$ cat config.mk
export PLATFORM = sky130hd
export DESIGN_NAME = led_rotator
export DESIGN_NICKNAME = d
export VERILOG_FILES = /design/src/rtl/led_pkg.sv /design/src/rtl/led_rotator_tick_prescaler.sv /design/src/rtl/led_rotator.sv
export SDC_FILE = /design/constraint.sdc
export NUM_CORES = 1
export LEC_CHECK = 0
export BUFFER_PORTS_ARGS = -buffer_cell sky130_fd_sc_hd__buf_2
export CAP_MARGIN = 10
export CORE_MARGIN = 5
export CORE_UTILIZATION = 43
export CTS_CLUSTER_DIAMETER = 50
export DETAILED_ROUTE_END_ITERATION = 6
export GPL_TIMING_DRIVEN = 0
export PLACE_DENSITY = 0.62
export SYNTH_ARGS = -nofsm -noshare
export SYNTH_HDL_FRONTEND = slang
export SYNTH_SLANG_ARGS = --single-unit
$ cat constraint.sdc
create_clock -name clk -period 5.2 [get_ports clk]
set_input_delay 0.26 -clock clk [delete_from_list [all_inputs] [get_ports clk]]
set_output_delay 0.26 -clock clk [all_outputs]
set_load 0.01 [all_outputs]
$ cat src/rtl/led_pkg.sv
// Shared encodings for the LED rotator: operating modes and rotation directions.
package led_pkg;

    typedef enum logic [1:0] {
        MODE_MANUAL = 2'b00,
        MODE_AUTO   = 2'b01,
        MODE_BOUNCE = 2'b10,
        MODE_HOLD   = 2'b11
    } mode_e;

    localparam logic DIR_LEFT  = 1'b0;  // toward MSB
    localparam logic DIR_RIGHT = 1'b1;  // toward LSB

endpackage

$ cat src/rtl/led_rotator_tick_prescaler.sv
// Free-running step-period prescaler: counts 0..P-1 while enabled and flags the
// last count. A period of 0 behaves as 1 (tick every cycle). If the period is
// lowered below the running count, the counter runs on to its natural full-width
// wrap before it can match again.
module tick_prescaler
    import led_pkg::*;
#(
    parameter int PRESCALE_W = 24
) (
    input  logic                  clk,
    input  logic                  reset,
    input  logic                  en,
    input  logic [PRESCALE_W-1:0] period,
    output logic                  tick
);

    logic [PRESCALE_W-1:0] count_q;
    logic [PRESCALE_W-1:0] count_d;
    logic [PRESCALE_W-1:0] last_s;
    logic                  tick_s;

    // Next-count and terminal-count detection.
    always_comb begin
        count_d = count_q;
        tick_s  = 1'b0;
        if (period == {PRESCALE_W{1'b0}}) begin
            last_s = {PRESCALE_W{1'b0}};
        end else begin
            last_s = period - PRESCALE_W'(1);
        end
        if (!en) begin
            count_d = {PRESCALE_W{1'b0}};
        end else if (count_q == last_s) begin
            tick_s  = 1'b1;
            count_d = {PRESCALE_W{1'b0}};
        end else begin
            count_d = count_q + PRESCALE_W'(1);
        end
    end

    // Counter state with synchronous reset.
    always_ff @(posedge clk) begin
        if (reset) begin
            count_q <= {PRESCALE_W{1'b0}};
        end else begin
            count_q <= count_d;
        end
    end

    assign tick = tick_s;

endmodule

$ cat src/rtl/led_rotator.sv
// One-hot LED rotator. The button input is synchronised and rising-edge
// detected in the clk domain; steps come from button edges (MANUAL) or the
// prescaler tick (AUTO / BOUNCE). The lit position is the primary state and
// the LED vector is decoded from it, so leds is one-hot by construction.
module led_rotator
    import led_pkg::*;
#(
    parameter  int NUM_LEDS   = 4,
    parameter  int PRESCALE_W = 24,
    localparam int POS_W      = (NUM_LEDS > 1) ? $clog2(NUM_LEDS) : 1
) (
    input  logic                  clk,
    input  logic                  reset,
    input  logic                  step_in,
    input  logic [1:0]            mode,
    input  logic                  dir,
    input  logic [PRESCALE_W-1:0] period,
    output logic [NUM_LEDS-1:0]   leds,
    output logic [POS_W-1:0]      pos,
    output logic                  step_ack
);

    localparam logic [POS_W-1:0] LAST_POS = POS_W'(NUM_LEDS - 1);

    // Synchroniser / edge-detect chain.
    logic s1_q, s2_q, s3_q;
    logic s1_d, s2_d, s3_d;

    // Rotator state.
    logic [POS_W-1:0]    pos_q, pos_d;
    logic [NUM_LEDS-1:0] leds_q, leds_d;
    logic                step_ack_q, step_ack_d;
    logic                bounce_dir_q, bounce_dir_d;
    logic [1:0]          mode_q, mode_d;

    mode_e mode_s;
    logic  step_edge_s;
    logic  tick_s;
    logic  presc_en_s;
    logic  do_step_s;
    logic  step_dir_s;
    logic  bounce_entry_s;

    tick_prescaler #(
        .PRESCALE_W(PRESCALE_W)
    ) u_prescaler (
        .clk   (clk),
        .reset (reset),
        .en    (presc_en_s),
        .period(period),
        .tick  (tick_s)
    );

    // Mode decode, step source selection and next-position computation.
    always_comb begin
        mode_s         = mode_e'(mode);
        s1_d           = step_in;
        s2_d           = s1_q;
        s3_d           = s2_q;
        step_edge_s    = s2_q & ~s3_q;
        mode_d         = mode;
        bounce_entry_s = (mode_s == MODE_BOUNCE) && (mode_q != MODE_BOUNCE);
        presc_en_s     = (mode_s == MODE_AUTO) || (mode_s == MODE_BOUNCE);
        do_step_s      = 1'b0;
        step_dir_s     = dir;
        pos_d          = pos_q;

        // Bounce direction is captured from dir when BOUNCE is entered.
        if (bounce_entry_s) begin
            bounce_dir_d = dir;
        end else begin
            bounce_dir_d = bounce_dir_q;
        end

        case (mode_s)
            MODE_MANUAL: begin
                do_step_s  = step_edge_s;
                step_dir_s = dir;
            end
            MODE_AUTO: begin
                do_step_s  = tick_s;
                step_dir_s = dir;
            end
            MODE_BOUNCE: begin
                do_step_s  = tick_s;
                step_dir_s = bounce_dir_d;
            end
            MODE_HOLD: begin
                do_step_s  = 1'b0;
                step_dir_s = dir;
            end
            default: begin
                do_step_s  = 1'b0;
                step_dir_s = dir;
            end
        endcase

        if (do_step_s) begin
            if (mode_s == MODE_BOUNCE) begin
                // Reflect at the ends instead of wrapping.
                if (step_dir_s == DIR_LEFT) begin
                    if (pos_q == LAST_POS) begin
                        pos_d        = LAST_POS - POS_W'(1);
                        bounce_dir_d = DIR_RIGHT;
                    end else begin
                        pos_d = pos_q + POS_W'(1);
                    end
                end else begin
                    if (pos_q == {POS_W{1'b0}}) begin
                        pos_d        = POS_W'(1);
                        bounce_dir_d = DIR_LEFT;
                    end else begin
                        pos_d = pos_q - POS_W'(1);
                    end
                end
            end else begin
                // Ring rotation with wrap-around.
                if (step_dir_s == DIR_LEFT) begin
                    if (pos_q == LAST_POS) begin
                        pos_d = {POS_W{1'b0}};
                    end else begin
                        pos_d = pos_q + POS_W'(1);
                    end
                end else begin
                    if (pos_q == {POS_W{1'b0}}) begin
                        pos_d = LAST_POS;
                    end else begin
                        pos_d = pos_q - POS_W'(1);
                    end
                end
            end
        end else begin
            pos_d = pos_q;
        end

        // A single-LED ring has nowhere to go; the step is still acknowledged.
        if (NUM_LEDS == 1) begin
            pos_d = {POS_W{1'b0}};
        end else begin
            pos_d = pos_d;
        end

        step_ack_d = do_step_s;

        leds_d = {NUM_LEDS{1'b0}};
        for (int i = 0; i < NUM_LEDS; i++) begin
            leds_d[i] = (pos_d == POS_W'(i));
        end
    end

    // All state registers; reset discards any edge in flight in the synchroniser.
    always_ff @(posedge clk) begin
        if (reset) begin
            s1_q         <= 1'b0;
            s2_q         <= 1'b0;
            s3_q         <= 1'b0;
            pos_q        <= {POS_W{1'b0}};
            leds_q       <= NUM_LEDS'(1);
            step_ack_q   <= 1'b0;
            bounce_dir_q <= DIR_LEFT;
            mode_q       <= MODE_MANUAL;
        end else begin
            s1_q         <= s1_d;
            s2_q         <= s2_d;
            s3_q         <= s3_d;
            pos_q        <= pos_d;
            leds_q       <= leds_d;
            step_ack_q   <= step_ack_d;
            bounce_dir_q <= bounce_dir_d;
            mode_q       <= mode_d;
        end
    end

    assign leds     = leds_q;
    assign pos      = pos_q;
    assign step_ack = step_ack_q;

endmodule
==> Yosys cells after proc, flatten, opt, wreduce, memory -nomap -nowiden <==
Index checks and enable logic that the tools add are counted.
{ "totals": {"register_bits": 37, "latch_bits": 0, "ram_bits": 0, "mem_bits_ro": 0, "output_inout_bits": 7, "mem_count": 0} }
{ "classes": {"addsub": 4, "mul": 0, "n_div": 0, "order_cmp": 0, "n_eq_ne": 9, "n_shift": 0, "muxes": 19, "n_bitwise": 3, "n_reduce_logical": 9} }
{ "ops": {"columns": ["cell", "n"], "rows": [
  ["$add A24 B1 Y24 const B", 1],
  ["$eq A24 B24 Y1", 1],
  ["$logic_not A24 Y1", 1],
  ["$mux W24", 1],
  ["$sub A24 B1 Y24 const B", 1],
  ["$mux W2", 8],
  ["$eq A2 B2 Y1 const B", 5],
  ["$mux W1", 8],
  ["$logic_not A2 Y1", 3],
  ["$reduce_or A3 Y1", 2],
  ["$eq A2 B1 Y1 const B", 2],
  ["$pmux W1 S3", 1],
  ["$add A2 B1 Y2 const B", 1],
  ["$ne A2 B2 Y1 const B", 1],
  ["$not A1 Y1", 2],
  ["$pmux W1 S2", 1],
  ["$reduce_or A2 Y1", 1],
  ["$sub A2 B1 Y2 const B", 1],
  ["$and A1 B1 Y1", 1],
  ["$logic_and A1 B1 Y1", 1],
  ["$logic_or A1 B1 Y1", 1]
]} }

==> Depth between registers and ports, before layout <==
{ "depth": {"depth_word": 8, "ltp_mapped": 13, "depth_no_buf": 12} }

==> Hierarchy <==
Synthesis repeated with hierarchy kept, for this count alone.
{ "hier_totals": {"hier_cells": 388, "area_unflattened_um2": 3094.2} }
{ "modules_own_cells": {"columns": ["module", "n_inst", "cells_each", "area_per_inst_um2", "seq_area_each_um2"], "rows": [
  ["tick_prescaler", 1, 325, 2497.4, 480.5],
  ["led_rotator", 1, 63, 596.8, 260.2]
]} }

==> Worst setup path after synthesis <==
OpenSTA, ideal clock, no wires.
{ "synth_path": {"kind": "input to register", "from": "input port period[6]", "to": "register bounce_dir_q", "setup_ps": 117, "arrival_time_ps": 2750, "t_required_ps": 5083, "setup_slack_ps": 2333, "path_stages": 12, "n_path_buf": 2, "path_cell_list": "buf_4 or4_4 or3_1 nor2_1 xnor2_1 nor3_1 nor4_1 o2111ai_1 o21ai_2 buf_6 nand4b_1 a32o_1"} }
{ "synth_between": {"elab_chain_cells": 7} }
{ "synth_rtl": {"columns": ["item", "line", "source"], "rows": [
  ["start, declared", "led_rotator.sv:17", "input logic [PRESCALE_W-1:0] period,"],
  ["$sub A24 B1 Y24 or $logic_not A24 Y1 (tied branches)", "led_rotator_tick_prescaler.sv:29, led_rotator_tick_prescaler.sv:26", null],
  ["$mux W24 (*)", "led_rotator_tick_prescaler.sv:26", "if (period == {PRESCALE_W{1'b0}}) begin"],
  ["$eq A24 B24 Y1 (*)", "led_rotator_tick_prescaler.sv:33", "end else if (count_q == last_s) begin"],
  ["$mux W1 (*)", "led_rotator_tick_prescaler.sv:33", null],
  ["$mux W1 (*)", "led_rotator_tick_prescaler.sv:31", "if (!en) begin"],
  ["$pmux W1 S3 (*)", "led_rotator.sv:75", "case (mode_s)"],
  ["$mux W1 (*)", "led_rotator.sv:98", "if (do_step_s) begin"],
  ["end signal, assigned", "led_rotator.sv:169", "bounce_dir_q <= bounce_dir_d;"],
  ["end, declared", "led_rotator.sv:33", "logic bounce_dir_q, bounce_dir_d;"]
]} }
Mark *: on every way between the ends. The rest lies on a longest branch, timed or not.
A chain may end at the register's enable or synchronous reset.

==> Final worst setup path <==
{ "layout_path": {"from": "input port period[0]", "to": "register bounce_dir_q"} }
The elaborated chain is that of the path after synthesis.

==> impl_metrics.ini <==
[floorplan]
fp-row-count = 29
die_y_um = 91.26
core_area_sq_mm = 0.006386
initial_utilization_pct = 44.46
die_w_um = 91.26
io-pin-count = 37
die-area_sq_mm = 0.008327

[detailed_routing]
antenna_left = 0
routed_wl_um = 7084
wl_per_cell_um = 14.98
remaining_drc_errors = 0
vias = 2649
drtIter0Drc = 128
via_per_inst = 5.600
first_pass_iters = 4

[job]
max_cap_viol_count = 0

[power_and_ir_drop]
p_per_area_mw_per_mm2 = 199.2
p_leak_nw = 1.196
power.total_mw = 0.6387
ir_drop_mv = 0.1872

[timing]
drv_slew = 0
rsz0062_at_grt = false
fin_crit_sh_pct = 68.47
slew_headroom_pct = 60.24
fin_ws_ns = 1.639
setup_viol = 0
timing.fmax_ghz = 0.2809
tns_ns = 0
finalHoldViolations = 0
fin_worst_skew_ns = 0.01022
worst_slew_pin_slew_ns = 0.5915
hold_ws_ns = 0.1871
fin_crit_ns = 3.561

[clock_tree]
cts_hold_buf = 0
clkLatencyLatePin_ns = 0.29
htreeDepth = 2
cts_tree = done
cts_root_buffer = clkbuf_8
clk_pin_slew_worst_paths_ns = 0.07
clk_path_buf_depth = 2
cts_resized = 0
cts_buffers = 5
cts_sinks = 37
post-cts-setup-buffer-count = 0

[run_status]
outcome = completed

[grt]
grt_max_degree = 12
overflow = 0
grt_usage_pct = 17.26
grt_pass1_wl_um = 11980
grt_pass1_vias = 2597
antenna_found_initial = 0

[hold_path]
hold_depth = 2
holdPathEnd = s1_q
hold_class = in -> reg
worstHoldStart = step_in

[logic_synthesis]
synth_fp_nets = 395
synth_top_area_cell = dfxtp_1
avgSynthCellArea_sq_um = 7.952
netlist.area_leader.share_pct = 26.09
yosysWarningCount = 0
syn_area_sq_mm = 0.002839
synthTopCellsByArea = dfxtp_1, xnor2_1, nor2_1, xor2_1, ha_1
seq_area_frac_synth_pct = 26.09
synth.distinct_cells = 55
ys_ff_latch = 37
syn_inst = 357
synth-edff-count = 0
synthFlopType = dfxtp_1
async_flop_share_pct = 0

[final_layout]
fillers = 653
syn_to_final_growth_pct = 12.96
finalNonFillerCells = 473
drive_gt1_share_pct = 15.15
nets = 433
stdcell_area_sq_mm = 0.003207
insertedDiodeCount = 0
final_core_util_pct = 50.22

[critical_path]
cp_max_fo = 10
startpoint = period[0]
crit_path_end_kind = flop
arrival_ns = 3.74
r2r_slack_ns = 2.46
startpoint_type = input port
critPathRequiredTime_ns = 5.38
r2r_end = u_prescaler.count_q[2]
rr_worst_depth = 9
critPathKind = in -> reg
rr_startpoint = u_prescaler.count_q[6]

[placed_design]
portBuffers = 31
place_area_sq_mm = 0.003090
place_inst = 465
place_hpwl_um = 5621
pre_cts_slack_ns = 1.396
gp_congestion = 0.8886
==> cell usage in the layout, fill, tap and decap left out, types with 9 or more instances in the layout <==
master / count
a21oi_1: 11
and3_1: 9
buf_2: 34
dfxtp_1: 37
inv_1: 12
nand2_1: 22
nand3_1: 19
nor2_1: 57
nor3_1: 13
xnor2_1: 29
xor2_1: 22
==> area by class of cell <==
cell class | count | area (sq um) | area share (%)
Buffer | 12 | 63.81 | 1.990
Clock buffer | 7 | 86.33 | 2.692
Clock inverter | 1 | 30.03 | 0.9364
Inverter | 12 | 45.04 | 1.405
Multi-Input combinational cell | 296 | 1989 | 62.04
Sequential cell | 37 | 740.7 | 23.10
Tap cell | 77 | 96.34 | 3.004
Timing Repair Buffer | 31 | 155.1 | 4.838
==> synth_stat cells, types with 8 or more instances <==
library cell	number
a21oi_1	11
and3_1	9
dfxtp_1	37
ha_1	8
inv_1	12
mux2i_1	8
nand2_1	22
nand3_1	19
nor2_1	57
nor3_1	13
nor4_1	8
xnor2_1	29
xor2_1	22
==> critical path, cell delays in order <==
cell      delay, ns
buf_2          0.12
inv_1          0.05
ha_1           0.23
nor4b_4        0.53
nand4_1        0.43
nor2_1         0.46
or3_1          0.17
o311ai_0       0.14
nor4b_1        0.47
nand4_1        0.19
o21ai_2        0.20
buf_6          0.16
nand4b_1       0.10
a32o_1         0.22
==> cells by family after synthesis <==
logic type / count (synthesis) / share of synthesized area, %
buffers and inverters: 24 / 3.834
xor gates and xnor gates: 51 / 15.73
muxes: 8 / 2.821
and+or+nand+nor: 188 / 38.08
DFF: 37 / 26.09
AOI/OAI and AO/OA: 41 / 9.917
adders and majority gates: 8 / 3.526
==> how the worst max path moves through the flow <==
stage / end / cells past startpoint
floorplan: bounce_dir_q / 12
global placement: u_prescaler.count_q[16] / 13
detailed placement: bounce_dir_q / 14
CTS: bounce_dir_q / 14
global route: bounce_dir_q / 14
finish: bounce_dir_q / 14
==> sequential cells by signal, indices dropped and copies added, names as in the netlist, 2 cells and up <==
| name | count |
|---|---|
| u_prescaler.count_q | 24 |
| pos | 2 |
| mode_q | 2 |
| leds | 4 |
==> power by group <==
part           internal [mW]  switching, mW
logic                 0.0384         0.0552
registers              0.287        0.00308
clock network          0.156         0.0985
total                  0.482          0.157
==> layer usage <==
metal / vias up / part of all wire (%) / GRT usage (%)
li1: 1343 / - / -
met1: 1247 / 46 / 20.71
met2: 50 / 49 / 30.65
met3: 9 / 4.0 / 2.975
met4: 0 / 1.6 / 6.357
met5: - / 0 / 0
Note: power is estimated with default switching activity, not from simulation.
